### src/rtl/spi_arb_pkg.sv
// Shared types and helpers for the SPI message arbiter: FSM state encoding,
// default word/length widths and a constant-foldable clog2.
package spi_arb_pkg;

  typedef enum logic [1:0] {
    IDLE = 2'd0,
    HDR  = 2'd1,
    READ = 2'd2,
    GAP  = 2'd3
  } arb_state_t;

  localparam int DEF_DW = 16;
  localparam int DEF_LW = 8;

  function automatic int clog2(input int v);
    int r;
    r = 0;
    while ((1 << r) < v) r++;
    return r;
  endfunction

endpackage

### src/rtl/spi_arb_skid.sv
// Two-entry skid buffer carrying a word plus its SOP/EOP/channel tags.
// The head entry is a register, so outputs stay stable while out_ready is low.
module spi_arb_skid
  import spi_arb_pkg::*;
#(
  parameter int DW = DEF_DW,
  parameter int CW = 2
) (
  input  logic          clk,
  input  logic          rst_n,
  input  logic [DW-1:0] in_data,
  input  logic          in_sop,
  input  logic          in_eop,
  input  logic [CW-1:0] in_ch,
  input  logic          in_valid,
  output logic          in_ready,
  output logic [DW-1:0] out_data,
  output logic          out_sop,
  output logic          out_eop,
  output logic [CW-1:0] out_ch,
  output logic          out_valid,
  input  logic          out_ready,
  output logic [1:0]    count
);

  localparam int EW = DW + CW + 2;

  logic [EW-1:0] e0_reg;
  logic [EW-1:0] e1_reg;
  logic [EW-1:0] in_word;
  logic [1:0]    cnt_reg;
  logic          push;
  logic          pop;

  assign in_word  = {in_data, in_sop, in_eop, in_ch};
  assign pop      = out_ready && (cnt_reg != 2'd0);
  assign in_ready = (cnt_reg != 2'd2) || pop;
  assign push     = in_valid && in_ready;

  always_ff @(posedge clk or negedge rst_n) begin
    if (!rst_n) begin
      e0_reg  <= '0;
      e1_reg  <= '0;
      cnt_reg <= 2'd0;
    end else begin
      case ({push, pop})
        2'b10: begin
          if (cnt_reg == 2'd0) e0_reg <= in_word;
          else                 e1_reg <= in_word;
          cnt_reg <= cnt_reg + 2'd1;
        end
        2'b01: begin
          e0_reg  <= e1_reg;
          cnt_reg <= cnt_reg - 2'd1;
        end
        2'b11: begin
          // occupancy unchanged; the new word lands behind whatever remains
          if (cnt_reg == 2'd1) begin
            e0_reg <= in_word;
          end else begin
            e0_reg <= e1_reg;
            e1_reg <= in_word;
          end
        end
        default: ;
      endcase
    end
  end

  assign {out_data, out_sop, out_eop, out_ch} = e0_reg;
  assign out_valid = (cnt_reg != 2'd0);
  assign count     = cnt_reg;

endmodule

### src/rtl/spi_msg_arbiter.sv
// Round-robin sequencer draining N_CH SPI message FIFOs into one framed word stream.
// Define SPI_ARB_HEADER_EN to prefix each message with a {channel, len} header word.
module spi_msg_arbiter
  import spi_arb_pkg::*;
#(
  parameter  int N_CH    = 4,
  parameter  int DW      = DEF_DW,
  parameter  int LW      = DEF_LW,
  parameter  int GAP_CYC = 4,
  localparam int CH_W    = clog2(N_CH)
) (
  input  logic               SYS_CLK,
  input  logic               RST,
  input  logic [N_CH-1:0]    CH_READY,
  input  logic [N_CH*LW-1:0] CH_LEN,
  input  logic [N_CH*DW-1:0] CH_Q,
  output logic [N_CH-1:0]    CH_RD_REQ,
  output logic [DW-1:0]      OUT_DATA,
  output logic               OUT_VALID,
  input  logic               OUT_READY,
  output logic               OUT_SOP,
  output logic               OUT_EOP,
  output logic [CH_W-1:0]    OUT_CH,
  output logic               BUSY
);

  localparam int GW = clog2(GAP_CYC + 1);

  arb_state_t      state_reg, state_next;
  logic [CH_W-1:0] ch_reg, ch_next;
  logic [CH_W-1:0] rr_reg, rr_next;
  logic [LW:0]     rem_reg, rem_next;
  logic [LW:0]     len_full_reg, len_full_next;
  logic            infl_reg, infl_sop_reg, infl_eop_reg;

  logic [DW-1:0]   q_arr   [N_CH];
  logic [LW-1:0]   len_arr [N_CH];
  logic [N_CH-1:0] mask_vec;
  logic [N_CH-1:0] eligible;
  logic            grant_ok;
  logic [CH_W-1:0] grant_ch;
  logic [CH_W-1:0] scan_ch;
  logic [LW-1:0]   grant_len;
  logic [LW:0]     grant_full;

  logic [1:0]      occ;
  logic            pop;
  logic            credit_ok;
  logic            rd_fire;
  logic            first_rd;
  logic            eop_done;
  logic            hdr_push;
  logic [DW-1:0]   hdr_word;
  logic            skid_in_ready;
  logic            skid_in_valid;
  logic [DW-1:0]   skid_in_data;
  logic            skid_in_sop;
  logic            skid_in_eop;

  generate
    for (genvar gi = 0; gi < N_CH; gi++) begin : g_ch
      logic [GW-1:0] cnt_reg;

      assign q_arr[gi]     = CH_Q[gi*DW +: DW];
      assign len_arr[gi]   = CH_LEN[gi*LW +: LW];
      assign mask_vec[gi]  = (cnt_reg != '0);
      assign CH_RD_REQ[gi] = rd_fire && (ch_reg == CH_W'(gi));

      // reloaded on the EOP transfer, so the GAP cycle itself counts as masked
      always_ff @(posedge SYS_CLK or negedge RST) begin
        if (!RST)                                  cnt_reg <= '0;
        else if (eop_done && ch_reg == CH_W'(gi))  cnt_reg <= GW'(GAP_CYC);
        else if (cnt_reg != '0)                    cnt_reg <= cnt_reg - GW'(1);
      end
    end
  endgenerate

  assign eligible = CH_READY & ~mask_vec;

  always_comb begin
    grant_ok = 1'b0;
    grant_ch = '0;
    scan_ch  = '0;
    for (int i = 0; i < N_CH; i++) begin
      scan_ch = CH_W'((int'(rr_reg) + i) % N_CH);
      if (!grant_ok && eligible[scan_ch]) begin
        grant_ok = 1'b1;
        grant_ch = scan_ch;
      end
    end
  end

  assign grant_len  = len_arr[grant_ch];
  assign grant_full = (grant_len == '0) ? {1'b1, {LW{1'b0}}} : {1'b0, grant_len};

  // Pop in the same cycle frees a slot, which is what allows one word per cycle.
  assign pop       = OUT_VALID && OUT_READY;
  assign credit_ok = ({1'b0, occ} + {2'b00, infl_reg}) < (3'd2 + {2'b00, pop});
  assign rd_fire   = (state_reg == READ) && (rem_reg != '0) && credit_ok;
  assign eop_done  = (state_reg == READ) && pop && OUT_EOP;
  assign hdr_push  = (state_reg == HDR);

`ifdef SPI_ARB_HEADER_EN
  logic [LW-1:0] len_raw_reg;

  always_ff @(posedge SYS_CLK or negedge RST) begin
    if (!RST)                               len_raw_reg <= '0;
    else if (state_reg == IDLE && grant_ok) len_raw_reg <= grant_len;
  end

  assign hdr_word = DW'({8'(ch_reg), 8'(len_raw_reg)});
  assign first_rd = 1'b0;
`else
  assign hdr_word = '0;
  assign first_rd = (rem_reg == len_full_reg);
`endif

  always_comb begin
    state_next    = state_reg;
    ch_next       = ch_reg;
    rr_next       = rr_reg;
    rem_next      = rem_reg;
    len_full_next = len_full_reg;
    if (rd_fire) rem_next = rem_reg - (LW+1)'(1);
    case (state_reg)
      IDLE: begin
        if (grant_ok) begin
          ch_next       = grant_ch;
          rem_next      = grant_full;
          len_full_next = grant_full;
`ifdef SPI_ARB_HEADER_EN
          state_next    = HDR;
`else
          state_next    = READ;
`endif
        end
      end
      HDR:  if (skid_in_ready) state_next = READ;
      READ: if (eop_done) state_next = GAP;
      GAP: begin
        rr_next    = (ch_reg == CH_W'(N_CH-1)) ? '0 : ch_reg + CH_W'(1);
        state_next = IDLE;
      end
      default: state_next = IDLE;
    endcase
  end

  always_ff @(posedge SYS_CLK or negedge RST) begin
    if (!RST) begin
      state_reg    <= IDLE;
      ch_reg       <= '0;
      rr_reg       <= '0;
      rem_reg      <= '0;
      len_full_reg <= '0;
      infl_reg     <= 1'b0;
      infl_sop_reg <= 1'b0;
      infl_eop_reg <= 1'b0;
    end else begin
      state_reg    <= state_next;
      ch_reg       <= ch_next;
      rr_reg       <= rr_next;
      rem_reg      <= rem_next;
      len_full_reg <= len_full_next;
      infl_reg     <= rd_fire;
      infl_sop_reg <= rd_fire && first_rd;
      infl_eop_reg <= rd_fire && (rem_reg == (LW+1)'(1));
    end
  end

  assign skid_in_valid = infl_reg || hdr_push;
  assign skid_in_data  = hdr_push ? hdr_word : q_arr[ch_reg];
  assign skid_in_sop   = hdr_push ? 1'b1 : infl_sop_reg;
  assign skid_in_eop   = hdr_push ? 1'b0 : infl_eop_reg;

  spi_arb_skid #(
    .DW (DW),
    .CW (CH_W)
  ) u_skid (
    .clk       (SYS_CLK),
    .rst_n     (RST),
    .in_data   (skid_in_data),
    .in_sop    (skid_in_sop),
    .in_eop    (skid_in_eop),
    .in_ch     (ch_reg),
    .in_valid  (skid_in_valid),
    .in_ready  (skid_in_ready),
    .out_data  (OUT_DATA),
    .out_sop   (OUT_SOP),
    .out_eop   (OUT_EOP),
    .out_ch    (OUT_CH),
    .out_valid (OUT_VALID),
    .out_ready (OUT_READY),
    .count     (occ)
  );

  assign BUSY = (state_reg != IDLE);

endmodule

### config.mk
export PLATFORM = sky130hd
export DESIGN_NAME = spi_msg_arbiter
export DESIGN_NICKNAME = d
export VERILOG_FILES = /design/src/rtl/spi_arb_pkg.sv /design/src/rtl/spi_arb_skid.sv /design/src/rtl/spi_msg_arbiter.sv
export SDC_FILE = /design/constraint.sdc
export NUM_CORES = 1
export LEC_CHECK = 0
export CAP_MARGIN = 0
export CORE_MARGIN = 4
export CORE_UTILIZATION = 42
export DETAILED_ROUTE_END_ITERATION = 8
export PLACE_DENSITY_LB_ADDON = 0.12
export SLEW_MARGIN = 20
export SYNTH_ARGS = -nofsm -noshare
export SYNTH_HDL_FRONTEND = slang
export SYNTH_SLANG_ARGS = --single-unit
export TNS_END_PERCENT = 50
### constraint.sdc
create_clock -name SYS_CLK -period 2.8 [get_ports SYS_CLK]
set_input_delay 0.56 -clock SYS_CLK [delete_from_list [all_inputs] [get_ports SYS_CLK]]
set_output_delay 0.56 -clock SYS_CLK [all_outputs]
set_load 0.005 [all_outputs]
**Word-level counts from Yosys, hierarchy flattened**

Index checks and enable logic that the tools add are counted.

- Add/sub/neg operators: 13
- Equality and inequality tests: 19
- Reduce and logical (&&, ||, !) cells: 46
- Order comparisons: 7
- Bitwise operators: 4
- Divide/modulo/power cells: 0
- Muxes and demuxes: 49
- Shift-type cells: 0
- Multiply operators: 0

Operator list:

| cell | number |
|---|---|
| 20-bit two-way mux | 4 |
| 20-bit one-hot mux with 3 select lines | 1 |
| 16-bit two-way mux | 3 |
| 20-bit one-hot mux with 2 select lines | 1 |
| 9-bit two-way mux | 4 |
| 16-bit binary-select mux with 2-bit select | 1 |
| 3-bit two-way mux | 8 |
| 1-bit logical AND | 19 |
| 8-bit binary-select mux with 2-bit select | 1 |
| 2-bit two-way mux | 8 |
| 8-bit two-way mux | 2 |
| 2-bit nonzero test | 8 |
| 3-bit nonzero test | 5 |
| 2-bit == test (second input constant) | 6 |
| 2-bit by 3-bit less-than comparator with 1-bit output (second input constant) | 4 |
| 3-bit by 1-bit subtractor with 3-bit output (second input constant) | 4 |
| 1-bit two-way mux | 10 |
| 2-bit inequality test (second input constant) | 5 |
| 9-bit by 1-bit == test with 1-bit output (second input constant) | 1 |
| 9-bit == test | 1 |
| 9-bit nonzero test | 1 |
| 9-bit by 1-bit subtractor with 9-bit output (second input constant) | 1 |
| 1-bit binary-select mux with 2-bit select | 4 |
| 2-bit by 1-bit == test with 1-bit output (second input constant) | 4 |
| 19 further kinds | 32 |

- Memories: 0
- ROM bits: 0
- Latch bits: 0
- Bits in registers: 81
- Output and inout port bits: 26
- Logic and storage cells: 153
- RAM bits: 0

**Logic depth before layout (Yosys ltp)**

- Depth in word-level cells: 23
- Depth in mapped cells: 10
- Mapped depth without buffers: 9

**Cells and area by module**

A second synthesis with hierarchy kept.

- Cells, all modules: 428
- Area, all modules: 4864.7 um^2

By module, submodules not included:

| module | times used | area an instance (um^2) | seq. area each (um^2) | cells each |
|---|---|---|---|---|
| spi_msg_arbiter | 1 | 2931.6 | 975.9 | 277 |
| spi_arb_skid | 1 | 1933.1 | 1051.0 | 151 |

**Worst setup path after synthesis**

No wires, ideal clock.

- Path type: flip-flop to output port
- From: register u_skid.cnt_reg[0], in the netlist u_skid.count[0]
- To: output port CH_RD_REQ[0]
- Arrival time: 1.925 ns
- Path slack: 0.315 ns
- Cell stages (with the launch flop): 7
- Data required time: 2.240 ns
- Cell sequence: dfrtp_1 -> ha_1 -> ha_1 -> or3b_1 -> a311oi_1 -> clkbuf_1 -> and2_1

- Cells in the longest elaborated chain, start to end: 6
- Elaborated cells on any way between the ends: 7
- Those cells by class: add/sub (2); order compare (1); reduce/logical (4)

Ends and longest elaborated chain:

| what | line | source |
|---|---|---|
| from (decl) | spi_arb_skid.sv:31 | `logic [1:0] cnt_reg;` |
| from (signal assigned) | spi_arb_skid.sv:50 | `cnt_reg <= cnt_reg + 2'd1;` |
| from (signal assigned) | spi_arb_skid.sv:54 | `cnt_reg <= cnt_reg - 2'd1;` |
| 2-bit nonzero test | spi_arb_skid.sv:71 | `assign out_valid = (cnt_reg != 2'd0);` |
| 1-bit logical AND | spi_msg_arbiter.sv:97 | `assign pop = OUT_VALID && OUT_READY;` |
| 2-bit by 1-bit adder with 3-bit output | spi_msg_arbiter.sv:98 | `assign credit_ok = ({1'b0, occ} + {2'b00, infl_reg}) < (3'd2 + {2'b00, pop});` |
| 3-bit less-than comparator (*) | spi_msg_arbiter.sv:98 |  |
| 1-bit logical AND (*) | spi_msg_arbiter.sv:99 | `assign rd_fire = (state_reg == READ) && (rem_reg != '0) && credit_ok;` |
| net rd_fire | spi_msg_arbiter.sv:49 | `logic rd_fire;` |
| 1-bit logical AND (*) | spi_msg_arbiter.sv:67 | `assign CH_RD_REQ[gi] = rd_fire && (ch_reg == CH_W'(gi));` |
| to (decl) | spi_msg_arbiter.sv:17 | `output logic [N_CH-1:0] CH_RD_REQ,` |

The timed path passes the listed nets; every way through them passes the cells marked *.

**Worst setup path after layout**

- From: register u_skid.cnt_reg[0], in the netlist u_skid.count[0]
- To: output port CH_RD_REQ[1]

- Cells in the longest elaborated chain, start to end: 6
- Elaborated cells on any way between the ends: 7
- Those cells by class: add/sub (2); order compare (1); reduce/logical (4)

Ends and longest elaborated chain:

| what | line |
|---|---|
| 2-bit nonzero test | spi_arb_skid.sv:71 |
| 1-bit logical AND | spi_msg_arbiter.sv:97 |
| 2-bit by 1-bit adder with 3-bit output | spi_msg_arbiter.sv:98 |
| 3-bit less-than comparator (*) | spi_msg_arbiter.sv:98 |
| 1-bit logical AND (*) | spi_msg_arbiter.sv:99 |
| 1-bit logical AND (*) | spi_msg_arbiter.sv:67 |

Mark *: on every way between the ends. The rest lies on a longest branch, timed or not.

==> run_results.csv <==
group,metric,value,unit
drt,first_pass_iters,4,
floorplanning,placementRows,38,
synthesis,postSynthAreaPerCell,9.86,µm²
synthesis,synth.yosys.warnings,0,
placement,numPortBuffers,128,
global_routing,first_pass_grt_wire_length,19.2,mm
clocking,numCtsBuffers,9,
finish,layout.cells.non_filler,761,
finish,n_antenna_cell,0,
placement,place_ws,-122,ps
setup_path,worst-r2r-setup-slack,370,ps
power,p_sw_frac,0.390,
setup_path,rr_startpoint,"g_ch[0].cnt_reg[0]",
synthesis,synth_largest_area_cell,"dfrtp_1",
clocking,cts.reportedPaths.clkPinSlew,90,ps
sta,tightestPinTransition,734,ps
finish,drive_above_1_share,0.134,
floorplanning,io_count,129,
synthesis,postSynthCellCount,476,
setup_path,rr_worst_depth,8,
placement,numPlacedInstances,743,
sta,grt_setup_unrepaired,"true",
drt,drt.antenna.violating_nets,0,
setup_path,crit_path_end_kind,"output pin",
placement,place_hpwl,8.82,mm
sta,fmaxAchievable,366,MHz
synthesis,synth.yosys.seq_area_share,0.432,
floorplanning,die_h,114,µm
sta,timing.final.hold_violations,0,
power,p_leak,2.87,nW
global_routing,grt_overflow,0,
floorplanning,starting_density_of_the_core,0.431,
setup_path,crit_buf_inv,2,
drt,avgRoutedWirePerCell,15.3,µm
worst_hold_path,worst_hold_class,"input port to asynchronous set/reset pin",
global_routing,grt_usage,0.185,
setup_path,worstSetupStartpointType,"register",
synthesis,mappedNetlistNets,598,
setup_path,critPathMaxFanout,5,
drt,first_iter_violations,133,
clocking,cts_sinks,81,
status,run_status,"completed",
synthesis,synth-edff-count,0,
clocking,clk_latency,360,ps
sta,setup-tns-final,0,ps
sta,report.final.slew_viol_count,0,
power,p_seq_frac,0.308,
placement,placed_area,6240,µm²
floorplanning,design.die.area,12900,µm²
synthesis,synth_top_area_frac,0.432,
power,pwr-share-clk,0.131,
setup_path,cp-startpoint,"u_skid.count[0]",
synthesis,netlist_top_cells_area,"dfrtp_1 43%, mux4_2 8.6%, nand2_1 5.1%",
run,max_cap_viols,0,
finish,design_area,6480,µm²
synthesis,post_synth_num_cell_types,52,
sta,final-setup-viol-count,0,
global_routing,via_count_of_the_first_global_routing_pass,4024,
synthesis,synth_seq_cells,81,
floorplanning,core_region_area,10900,µm²
setup_path,rr_endpoint,"rem_reg[8]",
power,combPwrFrac,0.561,
global_routing,pin_count_of_the_biggest_net_entering_global_routing,44,
setup_path,timing.critical_path.arrival,2180,ps
setup_path,crit_slowest_cell,"dfrtp_1",
setup_path,critPathCapture,"CH_RD_REQ[1]",
power,worst_ir_drop_vdd,0.000468,V
sta,fin_hold_ws,165,ps
sta,finalCritPeriodShare,0.977,
sta,max-slew-margin-rel,0.511,
placement,place.gp.congestion,0.765,
clocking,cts-hold-fix-buffers,0,
global_routing,grt_antenna_before_repair,0,
drt,route.vias.total,3940,
clocking,htree_levels,3,
drt,drt_drc_violations_left,0,
clocking,clock_tree.buffer_depth,2,
sta,post-route-min-period,2740,ps
setup_path,timing.setup.critical_path_class,"register to output pin",
setup_path,critical-path-max-stage-delay,400,ps
synthesis,syn-cell-area,4690,µm²
sta,finalClockSkew,10.3,ps
setup_path,worstPathCellList,"ha_2, ha_1, or3b_4, a311oi_2, buf_4, and2_1, clkdlybuf4s15_2",
power,power-per-cell-area,1050,nW/µm²
finish,syn2layout_area_growth,38.0,%
floorplanning,die_w,114,µm
finish,postLayoutCoreUtil,0.595,
sta,layout_setup_ws,64.1,ps
power,power.total,6.80,mW
setup_path,stages_on_worst_setup_path,7,
synthesis,post_synth_most_frequent_cells,"81 x dfrtp_1, 64 x nand2_1, 52 x nor2_1",
power,power.net_switching,2.66,mW
synthesis,synthArstFlopShare,1.00,
setup_path,critPathTopFamily,"simple AND/OR/NAND/NOR gates",
clocking,cts_root_buf,"clkbuf_8",
synthesis,dominantRegCellSynth,"dfrtp_1",
setup_path,required_time_of_the_worst_setup_path,2240,ps
synthesis,post-synth-top-count-cell,"dfrtp_1",
finish,post_layout_nets,738,
drt,wirelength,11.6,mm
drt,vias_per_cell,5.18,
clocking,cts_tree,"yes",
power,intPower,4.15,mW
cells by family (layout without fill, tap and decap cells):
| group | after synthesis | after routing | synth area share |
|---|---|---|---|
| fa+ha+maj | 19 | 19 | 0.0507 |
| buf+inv | 45 | 190 | 0.0419 |
| simple gates | 166 | 166 | 0.169 |
| mux | 40 | 40 | 0.136 |
| flops | 81 | 81 | 0.432 |
| compound gates | 106 | 106 | 0.135 |
| xor+xnor | 19 | 19 | 0.0355 |
routing by layer:
layer  vias up  GRT usage  share of wire
li1       1947          -              -
met1      1862      0.231           0.43
met2       117      0.320           0.49
met3        14     0.0387          0.066
met4         0     0.0649          0.015
met5         -          0              0
power groups by stage:
stage,registers [mW],logic (mW),clock network [mW]
after floorplan,2.08,2.49,0
after global placement,2.10,3.71,0
after detailed placement,2.12,3.82,0
after CTS,2.10,3.88,0.922
after global routing,2.17,4.29,0.974
final,2.10,3.82,0.891
placed cells by master, fill, tap and decap left out, types with 6 or more instances in the layout:
cell	count
mux2i_1	15
nor2b_1	6
o21ai_0	32
mux4_2	18
clkdlybuf4s50_1	123
nand2_1	64
xnor2_1	14
mux2_2	6
clkbuf_8	11
dfrtp_1	81
and2_1	6
a21oi_1	44
nand2b_1	7
ha_1	18
nor2_1	52
buf_4	25
inv_1	19
worst register-to-register path, delay by kind of cell (launching register included):
family / cells / cell delay, ps
buffers and inverters: 1 / 70
and+or+nand+nor: 2 / 420
DFF: 1 / 370
adders and majority gates: 1 / 240
AOI/OAI and AO/OA: 3 / 790
muxes: 1 / 430
worst min-delay path by stage:
stage | from | endpoint | slack (ps)
final | RST | u_skid.e0_reg[10] | 170
after detailed placement | u_skid.e1_reg[3] | u_skid.e1_reg[3] | 460
after global placement | u_skid.e1_reg[3] | u_skid.e1_reg[3] | 450
after global routing | RST | u_skid.e0_reg[10] | 200
after CTS | RST | u_skid.e0_reg[10] | 180
after floorplan | RST | ch_reg[0] | 260
area by class of cell:
type                            count  area (µm²)
Sequential cell                    81        2030
Multi-Input combinational cell    350        2500
Clock buffer                       11         151
Tap cell                          140         175
Clock inverter                      5        53.8
Fill cell                         966        4410
Timing Repair Buffer              154        1490
Inverter                           20        75.1
timing repair:
action,4_1_cts,5_1_grt
pin swaps,1,0
endpoints found under the setup margin,4,4
buffers inserted,2,0
resized for setup,14,3
(Power assumes the default switching activity.)
